## config.mk

```make
export PLATFORM = sky130hd
export DESIGN_NAME = spi_byte_target
export DESIGN_NICKNAME = d
export VERILOG_FILES = /design/src/rtl/spi_byte_target.sv
export SDC_FILE = /design/constraint.sdc
export NUM_CORES = 1
export LEC_CHECK = 0
export ABC_AREA = 0
export CAP_MARGIN = 20
export CORE_ASPECT_RATIO = 0.6
export CORE_MARGIN = 5
export CORE_UTILIZATION = 60
export DETAILED_ROUTE_END_ITERATION = 16
export DONT_BUFFER_PORTS = 1
export MAX_ROUTING_LAYER = met4
export PLACE_DENSITY = 0.85
export SLEW_MARGIN = 30
export SYNTH_ARGS = -nofsm -noshare
export SYNTH_HDL_FRONTEND = slang
export SYNTH_SLANG_ARGS = --single-unit
export TNS_END_PERCENT = 100
```

## constraint.sdc

```tcl
create_clock -name clk -period 2.3 [get_ports clk]
set_input_delay 0.46 -clock clk [delete_from_list [all_inputs] [get_ports clk]]
set_output_delay 0.46 -clock clk [all_outputs]
set_load 0.005 [all_outputs]
```

## src/rtl/spi_byte_target.sv

```systemverilog
// spi_byte_target: SPI mode-0 target front end. Synchronizes the raw SPI pins
// into the clk domain, detects SCK edges and shifts MSB-first bytes in and
// out, presenting a byte-wide receive strobe and a transmit-load strobe.
module spi_byte_target #(
  parameter logic CS_ACTIVE = 1'b0,
  parameter logic IDLE_CIPO = 1'b1
) (
  input  logic       clk,
  input  logic       reset,
  input  logic       spi_sck_i,
  input  logic       spi_copi_i,
  input  logic       spi_cs_i,
  output logic       spi_cipo_o,
  output logic [7:0] rx_byte_o,
  output logic       rx_valid_o,
  input  logic [7:0] tx_byte_i,
  output logic       tx_load_o,
  output logic       selected_o,
  output logic       dbg_receive,
  output logic       dbg_transmit,
  output logic       dbg_sck_rise,
  output logic       dbg_sck_fall
);

  typedef enum logic {ST_IDLE, ST_ACTIVE} state_t;

  state_t     r_state;
  state_t     w_state_n;

  logic       r_sck_s1, r_sck_s2, r_sck_s3;
  logic       r_copi_s1, r_copi_s2;
  logic       r_cs_s1, r_cs_s2;
  logic [1:0] r_flush;
  logic       r_armed;

  logic [2:0] r_bit_cnt;
  logic [7:0] r_rx_sh;
  logic [7:0] r_tx_sh;
  logic [7:0] r_rx_byte;
  logic       r_rx_pend;
  logic       r_rx_valid;
  logic       r_cipo;
  logic       r_dbg_rise;
  logic       r_dbg_fall;

  logic       w_cs_act;
  logic       w_rise;
  logic       w_fall;
  logic       w_tx_load;
  logic       w_clr_cnt;
  logic       w_shift_rx;
  logic       w_shift_tx;
  logic [7:0] w_tx_sh_n;

  assign w_cs_act = (r_cs_s2 == CS_ACTIVE);
  assign w_rise   = r_sck_s2 & ~r_sck_s3;
  assign w_fall   = ~r_sck_s2 & r_sck_s3;

  // Pin synchronizers plus the re-arm logic: after reset the synchronizer
  // pipeline must flush before a CS level can be trusted, and the block only
  // arms once it has actually seen CS inactive, so a CS held through reset
  // is not mistaken for a fresh assert.
  always_ff @(posedge clk) begin
    if (reset) begin
      r_sck_s1  <= 1'b0;
      r_sck_s2  <= 1'b0;
      r_sck_s3  <= 1'b0;
      r_copi_s1 <= 1'b0;
      r_copi_s2 <= 1'b0;
      r_cs_s1   <= ~CS_ACTIVE;
      r_cs_s2   <= ~CS_ACTIVE;
      r_flush   <= 2'b00;
      r_armed   <= 1'b0;
    end else begin
      r_sck_s1  <= spi_sck_i;
      r_sck_s2  <= r_sck_s1;
      r_sck_s3  <= r_sck_s2;
      r_copi_s1 <= spi_copi_i;
      r_copi_s2 <= r_copi_s1;
      r_cs_s1   <= spi_cs_i;
      r_cs_s2   <= r_cs_s1;
      r_flush   <= {r_flush[0], 1'b1};
      if (r_flush[1] && !w_cs_act) begin
        r_armed <= 1'b1;
      end
    end
  end

  // FSM state register.
  always_ff @(posedge clk) begin
    if (reset) begin
      r_state <= ST_IDLE;
    end else begin
      r_state <= w_state_n;
    end
  end

  // FSM next state and per-cycle control strobes; CS deassert beats any edge.
  always_comb begin
    w_state_n  = r_state;
    w_tx_load  = 1'b0;
    w_clr_cnt  = 1'b0;
    w_shift_rx = 1'b0;
    w_shift_tx = 1'b0;
    case (r_state)
      ST_IDLE: begin
        if (w_cs_act && r_armed) begin
          w_state_n = ST_ACTIVE;
          w_clr_cnt = 1'b1;
          w_tx_load = 1'b1;
        end
      end
      ST_ACTIVE: begin
        if (!w_cs_act) begin
          w_state_n = ST_IDLE;
          w_clr_cnt = 1'b1;
        end else if (w_rise) begin
          w_shift_rx = 1'b1;
        end else if (w_fall) begin
          if (r_bit_cnt == 3'd0) begin
            w_tx_load = 1'b1;
          end else begin
            w_shift_tx = 1'b1;
          end
        end
      end
      default: w_state_n = ST_IDLE;
    endcase
    if (reset) begin
      w_tx_load = 1'b0;
    end
  end

  // Next transmit shifter contents, shared by the shifter and the CIPO flop.
  always_comb begin
    w_tx_sh_n = r_tx_sh;
    if (w_tx_load) begin
      w_tx_sh_n = tx_byte_i;
    end else if (w_shift_tx) begin
      w_tx_sh_n = {r_tx_sh[6:0], 1'b0};
    end
  end

  // Bit counter, receive/transmit shifters, byte strobe and registered CIPO.
  always_ff @(posedge clk) begin
    if (reset) begin
      r_bit_cnt  <= 3'd0;
      r_rx_sh    <= 8'h00;
      r_tx_sh    <= 8'h00;
      r_rx_byte  <= 8'h00;
      r_rx_pend  <= 1'b0;
      r_rx_valid <= 1'b0;
      r_cipo     <= IDLE_CIPO;
      r_dbg_rise <= 1'b0;
      r_dbg_fall <= 1'b0;
    end else begin
      r_rx_valid <= r_rx_pend;
      r_rx_pend  <= 1'b0;
      r_dbg_rise <= w_rise;
      r_dbg_fall <= w_fall;
      r_tx_sh    <= w_tx_sh_n;
      r_cipo     <= (w_state_n == ST_ACTIVE) ? w_tx_sh_n[7] : IDLE_CIPO;
      if (w_clr_cnt) begin
        r_bit_cnt <= 3'd0;
      end else if (w_shift_rx) begin
        r_bit_cnt <= r_bit_cnt + 3'd1;
        r_rx_sh   <= {r_rx_sh[6:0], r_copi_s2};
        if (r_bit_cnt == 3'd7) begin
          r_rx_byte <= {r_rx_sh[6:0], r_copi_s2};
          r_rx_pend <= 1'b1;
        end
      end
    end
  end

  assign spi_cipo_o   = r_cipo;
  assign rx_byte_o    = r_rx_byte;
  assign rx_valid_o   = r_rx_valid;
  assign tx_load_o    = w_tx_load;
  assign selected_o   = w_cs_act;
  assign dbg_receive  = r_rx_valid;
  assign dbg_transmit = w_tx_load;
  assign dbg_sck_rise = r_dbg_rise;
  assign dbg_sck_fall = r_dbg_fall;

endmodule

```

### Yosys cells after proc, flatten, opt, wreduce, memory -nomap -nowiden

Index checks and enable logic that the tools add are counted.

| storage, ports and cells | value |
|---|---|
| bits in registers | 42 |
| input port bits | 13 |
| word-level logic and storage cells | 64 |
| output and inout bits | 16 |

| cells by class | value |
|---|---|
| muxes and demuxes | 23 |
| reductions and logical operators | 9 |
| equality and inequality tests | 1 |
| add/sub/neg operators | 1 |
| bitwise gates (word level) | 9 |

Operator list:

| operator | count |
|---|---|
| two-way mux 1 bit | 18 |
| two-way mux 8 bit | 2 |
| inverter 1 bit | 7 |
| one-hot mux 1 bit (2 select lines) | 3 |
| OR reduction 2 bit | 2 |
| adder 3 x 1 -> 3 bit (second input constant) | 1 |
| equality test 3 bit (second input constant) | 1 |
| logical NOT 3 bit | 1 |
| AND reduction 3 bit | 1 |
| OR reduction 3 bit | 1 |
| bitwise AND 1 bit | 2 |
| logical AND 1 bit | 2 |
| AND reduction 2 bit | 1 |
| nonzero test 2 bit | 1 |

### Depth between registers and ports, before layout

Gate-level depths: netlist (run 1).

| logic depth | value |
|---|---|
| depth after elaboration | 8 |
| depth in mapped cells | 7 |
| depth with buffers taken out | 7 |

### Worst setup path after synthesis (run 1)

No wires, ideal clock.

| timing path | value |
|---|---|
| path type | register -> output |
| from | register r_bit_cnt[0] |
| to | output tx_load_o |
| cell stages (with the launch flop) | 7 |
| data required time | 1.840 ns |
| data arrival time | 1.338 ns |
| setup slack | 0.502 ns |
| cells stage by stage | dfxtp_1 -> inv_1 -> ha_1 -> nand4bb_1 -> a2111o_1 -> inv_1 -> buf_4 |

| on the way | value |
|---|---|
| longest elaborated chain between the ends | 7 |

RTL lines:

| item | RTL line | source |
|---|---|---|
| start: declaration | 36 | `logic [2:0] r_bit_cnt;` |
| start signal: assignment | 166 | `r_bit_cnt <= r_bit_cnt + 3'd1;` |
| logical NOT 3 bit | 120 | `if (r_bit_cnt == 3'd0) begin` |
| two-way mux 1 bit | 120 |  |
| two-way mux 1 bit | 119 | `end else if (w_fall) begin` |
| two-way mux 1 bit | 117 | `end else if (w_rise) begin` |
| two-way mux 1 bit | 114 | `if (!w_cs_act) begin` |
| one-hot mux 1 bit (2 select lines) | 105 | `case (r_state)` |
| two-way mux 1 bit | 129 | `if (reset) begin` |
| end: declaration | 17 | `output logic tx_load_o,` |

No other way between the ends.

### Worst setup path after layout (run 1)

Same ends and word-level chain as after synthesis.

==> results of run 1 <==
## registers in the layout, indices dropped and copies added (netlist names)
register	count
r_sck_s2	1
r_tx_sh	8
r_sck_s3	1
r_cs_s2	1
r_copi_s2	1
r_state	1
dbg_receive	1
dbg_sck_fall	1
rx_byte_o	8
r_cs_s1	1
r_bit_cnt	3
r_armed	1
r_rx_pend	1
r_flush	2
r_copi_s1	1
r_sck_s1	1
spi_cipo_o	1
dbg_sck_rise	1
r_rx_sh	7
## power by group through the flow
stage,Clock (uW),Sequential [uW],Combinational [uW]
3_3_place_gp,0,761,19.0
6_report,437,745,20.6
5_1_grt,483,747,23.6
3_5_place_dp,0,762,20.1
4_1_cts,442,745,20.2
2_1_floorplan,0,759,23.4
## cell type report
| cell class | instances | area share [%] |
|---|---|---|
| Clock buffer | 7 | 4.76 |
| Inverter | 7 | 1.64 |
| Multi-Input combinational cell | 108 | 38.2 |
| Sequential cell | 42 | 52.4 |
| Tap cell | 32 | 2.50 |
| Timing Repair Buffer | 1 | 0.468 |
## layer usage
layer	GRT usage [%]	wire length [um]
met5	-	0
met4	8.58	55
met3	6.38	225
met2	26.4	1320
met1	20.8	1220
## critical path, delay by kind of cell (launching register included)
| kind | cells | cell delay, ns |
|---|---|---|
| buf+inv | 2 | 0.26 |
| flops | 1 | 0.32 |
| simple gates | 1 | 0.12 |
| compound gates | 1 | 0.57 |
| fa+ha+maj | 1 | 0.18 |
## metrics by stage
step	total power, uW	instances	util, %	cell area [um^2]	hold WS, ns
6_report	1200	197	64.9	1600	0.229
5_1_grt	1250	197	64.9	1600	0.213
4_1_cts	1210	197	64.9	1600	0.226
3_5_place_dp	782	190	61.8	1530	0.411
3_3_place_gp	780	190	61.8	1530	0.392
2_1_floorplan	783	166	-	1520	0.389
## worst max-delay path by stage
stage | from | endpoint | cells after the start
floorplan | r_bit_cnt[0] | tx_load_o | 6
global placement | r_bit_cnt[0] | tx_load_o | 5
detailed placement | r_bit_cnt[0] | tx_load_o | 5
CTS | r_bit_cnt[0] | tx_load_o | 5
global route | r_bit_cnt[0] | tx_load_o | 5
finish | r_bit_cnt[0] | tx_load_o | 5
## logic make-up (layout without fill, tap and decap cells)
| group | count (synthesis) | after routing | share of synthesized area (%) |
|---|---|---|---|
| and+or+nand+nor | 60 | 60 | 19.0 |
| DFF | 42 | 42 | 55.2 |
| buffers and inverters | 16 | 15 | 5.09 |
| muxes | 7 | 7 | 4.60 |
| adders and majority gates | 3 | 3 | 2.46 |
| AOI/OAI and AO/OA | 38 | 38 | 13.7 |
## what timing repair did
| item | CTS | global route |
|---|---|---|
| hold buffers | 0 | 0 |
| gates resized for setup | 0 | 1 |
| buffers inserted | 0 | 0 |
| setup endpoints to repair | 0 | 2 |
## placed cells by master, fill, tap and decap left out
cell type / count
sky130_fd_sc_hd__ha_1: 3
sky130_fd_sc_hd__and4bb_2: 1
sky130_fd_sc_hd__dfxtp_1: 42
sky130_fd_sc_hd__a21oi_1: 27
sky130_fd_sc_hd__nor4bb_2: 1
sky130_fd_sc_hd__a2111o_2: 1
sky130_fd_sc_hd__o21ai_1: 1
sky130_fd_sc_hd__a211oi_2: 1
sky130_fd_sc_hd__and2_1: 1
sky130_fd_sc_hd__or2_2: 2
sky130_fd_sc_hd__clkbuf_1: 2
sky130_fd_sc_hd__o21ai_0: 6
sky130_fd_sc_hd__nor2b_1: 7
sky130_fd_sc_hd__inv_1: 7
sky130_fd_sc_hd__clkbuf_8: 5
sky130_fd_sc_hd__a31oi_1: 1
sky130_fd_sc_hd__mux2i_1: 7
sky130_fd_sc_hd__nand4_1: 1
sky130_fd_sc_hd__nand4bb_1: 1
sky130_fd_sc_hd__nor3_1: 2
sky130_fd_sc_hd__nand3_1: 9
sky130_fd_sc_hd__nand2_1: 31
sky130_fd_sc_hd__nor2_1: 4
sky130_fd_sc_hd__buf_4: 1
sky130_fd_sc_hd__o21ai_2: 1
==> flow_metrics.env, run 1 <==
export IMPL_grt_pass1_vias=1068
export IMPL_max_capacitance_violation_count=0
export IMPL_final_max_slew_violation_count=0
export IMPL_die_area_um2=3680
export IMPL_area_growth_syn_to_layout_pct=5.25
export IMPL_core_area_um2=2470
export IMPL_cts_tree="yes"
export IMPL_latest_clock_arrival_within_the_worst_skew_pair_ns=0.29
export IMPL_cts_root_buf="sky130_fd_sc_hd__clkbuf_8"
export IMPL_power_density_nw_per_um2=750
export IMPL_area_sequential_um2=841
export IMPL_setup_tns_final_ns=0
export IMPL_route_antenna_remaining_nets=0
export IMPL_critical_path_slowest_cell="sky130_fd_sc_hd__a2111o_2"
export IMPL_setup_worst_path_end_class="output pin"
export IMPL_mean_instance_size_in_the_synthesized_netlist_um2=9.18
export IMPL_synthArstFlopShare_pct=0
export IMPL_synth_top_area_share_pct=55.2
export IMPL_unrepaired_setup_endpoints_after_global_routing="false"
export IMPL_grt_ovfl_total=0
export IMPL_kind_of_critical_path="register to output pin"
export IMPL_route_detailed_vias_per_inst=5.73
export IMPL_final_critical_path_setup_slack_ns=0.0925
export IMPL_yosys_most_used_dff="sky130_fd_sc_hd__dfxtp_1"
export IMPL_outcome="completed"
export IMPL_routed_wirelength_um=2830
export IMPL_ys_seq_elements=42
export IMPL_synthCells=166
export IMPL_crit_chain="inv_1 -> ha_1 -> nand4bb_1 -> a2111o_2 -> inv_1"
export IMPL_slew_headroom_pct=62.6
export IMPL_leakage_uw=0.000614
export IMPL_remaining_drc_errors=0
export IMPL_power_combinational_fraction_pct=1.7
export IMPL_count_of_synthesis_stage_warnings_from_yosys=0
export IMPL_worstReg2RegEnd="spi_cipo_o"
export IMPL_insertedDiodeCount=0
export IMPL_worst_slew_pin_slew_ns=0.556
export IMPL_grt_start_max_net_pins=33
export IMPL_cts_sinks=42
export IMPL_finClkSkew_ns=0.00412
export IMPL_drt_pre_antenna_iters=4
export IMPL_hold_path_class="input pin to register"
export IMPL_buffers_from_clock_root_to_sink_at_most=2
export IMPL_die_h_um=49.0
export IMPL_num_rows=14
export IMPL_clk_pin_slew_worst_paths_ns=0.07
export IMPL_vias=1129
export IMPL_worst_reg_to_reg_path_cell_count=6
export IMPL_grtUsageTotal_pct=17.7
export IMPL_internal_power_uw=957
export IMPL_synth_largest_area_cell="sky130_fd_sc_hd__dfxtp_1"
export IMPL_r2r_start="r_bit_cnt[0]"
export IMPL_achievable_frequency_mhz=453
export IMPL_final_setup_viol_count=0
export IMPL_r2r_slack_ns=0.55
export IMPL_synth_nets=182
export IMPL_yosysUniqueCellTypes=26
export IMPL_crit_top_cell="sky130_fd_sc_hd__inv_1"
export IMPL_drt_iter0_markers=182
export IMPL_drt_wirelength_per_cell_um=14.3
export IMPL_pre_cts_ws_ns=0.354
export IMPL_synth_edf_count=0
export IMPL_min_delay_start="reset"
export IMPL_switching_share_pct=20.4
export IMPL_syn_area_um2=1520
export IMPL_min_to="r_flush[1]"
export IMPL_multi_input_comb_area_um2=613
export IMPL_die_w_um=75.1
export IMPL_synth_top_cells_by_area="sky130_fd_sc_hd__dfxtp_1, sky130_fd_sc_hd__a21oi_1, sky130_fd_sc_hd__nand2_1"
export IMPL_synth_commonest_cells="sky130_fd_sc_hd__dfxtp_1, sky130_fd_sc_hd__nand2_1, sky130_fd_sc_hd__a21oi_1, sky130_fd_sc_hd__nand3_1"
export IMPL_worst_setup_path_start_kind="register"
export IMPL_critical_path_max_fanout=17
export IMPL_irDropWorstVdd_v=0.000406
export IMPL_initial_utilization_pct=61.7
export IMPL_global_route_wire_length_before_repair_um=4820
export IMPL_grt_antenna_before_repair=0
export IMPL_whs_path_depth=1
export IMPL_boundaryPins=29
export IMPL_cts_max_level=2
export IMPL_nets=181
export IMPL_pwr_share_clk_pct=36.3
export IMPL_synth_most_common_cell="sky130_fd_sc_hd__dfxtp_1"
export IMPL_critPathRequiredTime_ns=1.84
export IMPL_num_fill_cells=197
export IMPL_gp_routability_congestion=0.705
export IMPL_share_of_the_cycle_needed_by_the_critical_path_after_routing_pct=96.0
export IMPL_hold_violations=0
export IMPL_worst_path_largest_cell_delay_ns=0.57
export IMPL_cts_buffers_inserted=5
export IMPL_critical_path_arrival_ns=1.75
export IMPL_ys_seq_area_share_pct=55.2
export IMPL_portBuffers=0
export IMPL_post_route_cells_drive_above_1_share_pct=7.88
export IMPL_total_switching_power_uw=246
export IMPL_share_seq_of_total_power_pct=62.0
export IMPL_hpwl_um=1970
export IMPL_period_minus_ws_final_ns=2.21
(Power assumes the default switching activity.)
==> inputs of run 2 (changes only) <==
ABC_CLOCK_PERIOD_IN_PS = 2300   (was unset)
==> results of run 2 <==
The final DEF is identical to that of run 1; final timing and power are the same.
==> inputs of run 3 (changes only) <==
CORE_UTILIZATION = 64   (was 60)
CTS_BUF_LIST = sky130_fd_sc_hd__clkbuf_4 sky130_fd_sc_hd__clkbuf_8   (was unset)
PLACE_DENSITY = 0.89   (was 0.85)
==> flow_metrics.env, run 3 (synthesized netlist as in run 1, its figures left out) <==
export IMPL_slew_headroom_pct=61.9
export IMPL_global_route_wire_length_before_repair_um=4730
export IMPL_crit_family="compound AO/OA/AOI/OAI gates"
export IMPL_postCtsSetupRepairBufs=0
export IMPL_cts_max_level=2
export IMPL_buffers_from_clock_root_to_sink_at_most=2
export IMPL_route_antenna_remaining_nets=0
export IMPL_clk_pin_slew_worst_paths_ns=0.07
export IMPL_final_cell_mix="sky130_fd_sc_hd__dfxtp_1, sky130_fd_sc_hd__nand2_1, sky130_fd_sc_hd__a21oi_1"
export IMPL_gp_routability_congestion=0.765
export IMPL_kind_of_critical_path="register to output pin"
export IMPL_hold_violations=0
export IMPL_power_density_nw_per_um2=772
export IMPL_share_of_the_cycle_needed_by_the_critical_path_after_routing_pct=89.0
export IMPL_final_setup_viol_count=0
export IMPL_nets=182
export IMPL_setup_worst_path_end_class="output pin"
export IMPL_worst_slew_pin_slew_ns=0.572
export IMPL_critical_path_arrival_ns=1.59
export IMPL_cts_buffers_inserted=5
export IMPL_period_minus_ws_final_ns=2.05
export IMPL_cts_sinks=42
export IMPL_max_capacitance_violation_count=0
export IMPL_vias=1135
export IMPL_num_rows=13
export IMPL_crit_chain="inv_1 -> ha_1 -> nand4bb_1 -> a2111o_1 -> inv_1"
export IMPL_die_h_um=47.8
export IMPL_hold_path_class="input pin to register"
export IMPL_insertedDiodeCount=0
export IMPL_hpwl_um=2040
export IMPL_cts_root_buf="sky130_fd_sc_hd__clkbuf_8"
export IMPL_r2r_start="r_bit_cnt[0]"
export IMPL_critPathRequiredTime_ns=1.84
export IMPL_core_area_um2=2210
export IMPL_initial_utilization_pct=68.9
export IMPL_drt_iter0_markers=62
export IMPL_grt_pass1_vias=1118
export IMPL_outcome="completed"
export IMPL_irDropWorstVdd_v=0.000476
export IMPL_routed_wirelength_um=2830
export IMPL_final_max_slew_violation_count=0
export IMPL_crit_top_cell="sky130_fd_sc_hd__inv_1"
export IMPL_worst_path_largest_cell_delay_ns=0.44
export IMPL_die_w_um=73.0
export IMPL_boundaryPins=29
export IMPL_unrepaired_setup_endpoints_after_global_routing="false"
export IMPL_finalCoreUtilization_pct=73.5
export IMPL_finClkSkew_ns=0.00575
export IMPL_drt_wirelength_per_cell_um=14.4
export IMPL_post_cts_resized=0
export IMPL_die_area_um2=3490
export IMPL_route_detailed_vias_per_inst=5.76
export IMPL_leakage_uw=0.000631
export IMPL_critical_path_slowest_cell="sky130_fd_sc_hd__a2111o_1"
export IMPL_startpoint="r_bit_cnt[0]"
export IMPL_grtUsageTotal_pct=19.1
export IMPL_area_growth_syn_to_layout_pct=6.73
export IMPL_latest_clock_arrival_within_the_worst_skew_pair_ns=0.29
export IMPL_mostFrequentLayoutCell="sky130_fd_sc_hd__dfxtp_1"
export IMPL_post_cts_hold_buffer_count=0
export IMPL_critical_path_max_fanout=3
export IMPL_grt_ovfl_total=0
export IMPL_remaining_drc_errors=0
export IMPL_cts_tree="yes"
export IMPL_achievable_frequency_mhz=488
export IMPL_critical_path_n_buffers_inverters=2
export IMPL_grt_start_max_net_pins=33
export IMPL_min_delay_start="reset"
export IMPL_post_route_cells_drive_above_1_share_pct=9.58
export IMPL_worst_setup_path_start_kind="register"
export IMPL_setup_tns_final_ns=0
export IMPL_drt_pre_antenna_iters=4
export IMPL_portBuffers=0
export IMPL_grt_antenna_before_repair=0
-- run 3: final timing paths --
path                  end  slack (ns)  cells after the start
max          dbg_transmit        0.25                      5
min            r_rx_sh[6]        0.23                      1
max reg2reg    r_tx_sh[7]        0.60                      7
min reg2reg       r_cs_s2        0.44                      1
-- run 3: power breakdown --
part           internal, uW  leakage, uW  total, uW  switching [uW]
sequential              738     0.000341        745            7.31
combinational          9.79     0.000239       20.5            10.7
clock                   254    0.0000517        490             237
-- run 3: routing by layer --
layer	track usage, %	share of wire, %	up-vias
met5	-	0	-
met1	21.3	43	536
met4	11.4	1.6	0
li1	-	-	557
met2	30.0	47	36
met3	6.92	8.4	6
-- run 3: area by class of cell --
cell class                 count  area (um^2)
sequential                    42          841
multi-input combinational    108          612
fill                         151          586
clock buffer                   7         90.1
tap                           30         37.5
inverter                       7         26.3
timing repair buffer           2         15.0
clock inverter                 1         5.00
-- run 3: through the flow --
step | instances | power (uW) | hold WS [ns] | setup slack, ns | area (um^2)
2_1_floorplan | 166 | 783 | 0.389 | 0.502 | 1520
3_3_place_gp | 189 | 780 | 0.392 | 0.646 | 1530
3_5_place_dp | 189 | 783 | 0.414 | 0.576 | 1530
4_1_cts | 197 | 1270 | 0.218 | 0.250 | 1630
5_1_grt | 197 | 1300 | 0.208 | 0.186 | 1630
6_report | 197 | 1260 | 0.226 | 0.252 | 1630
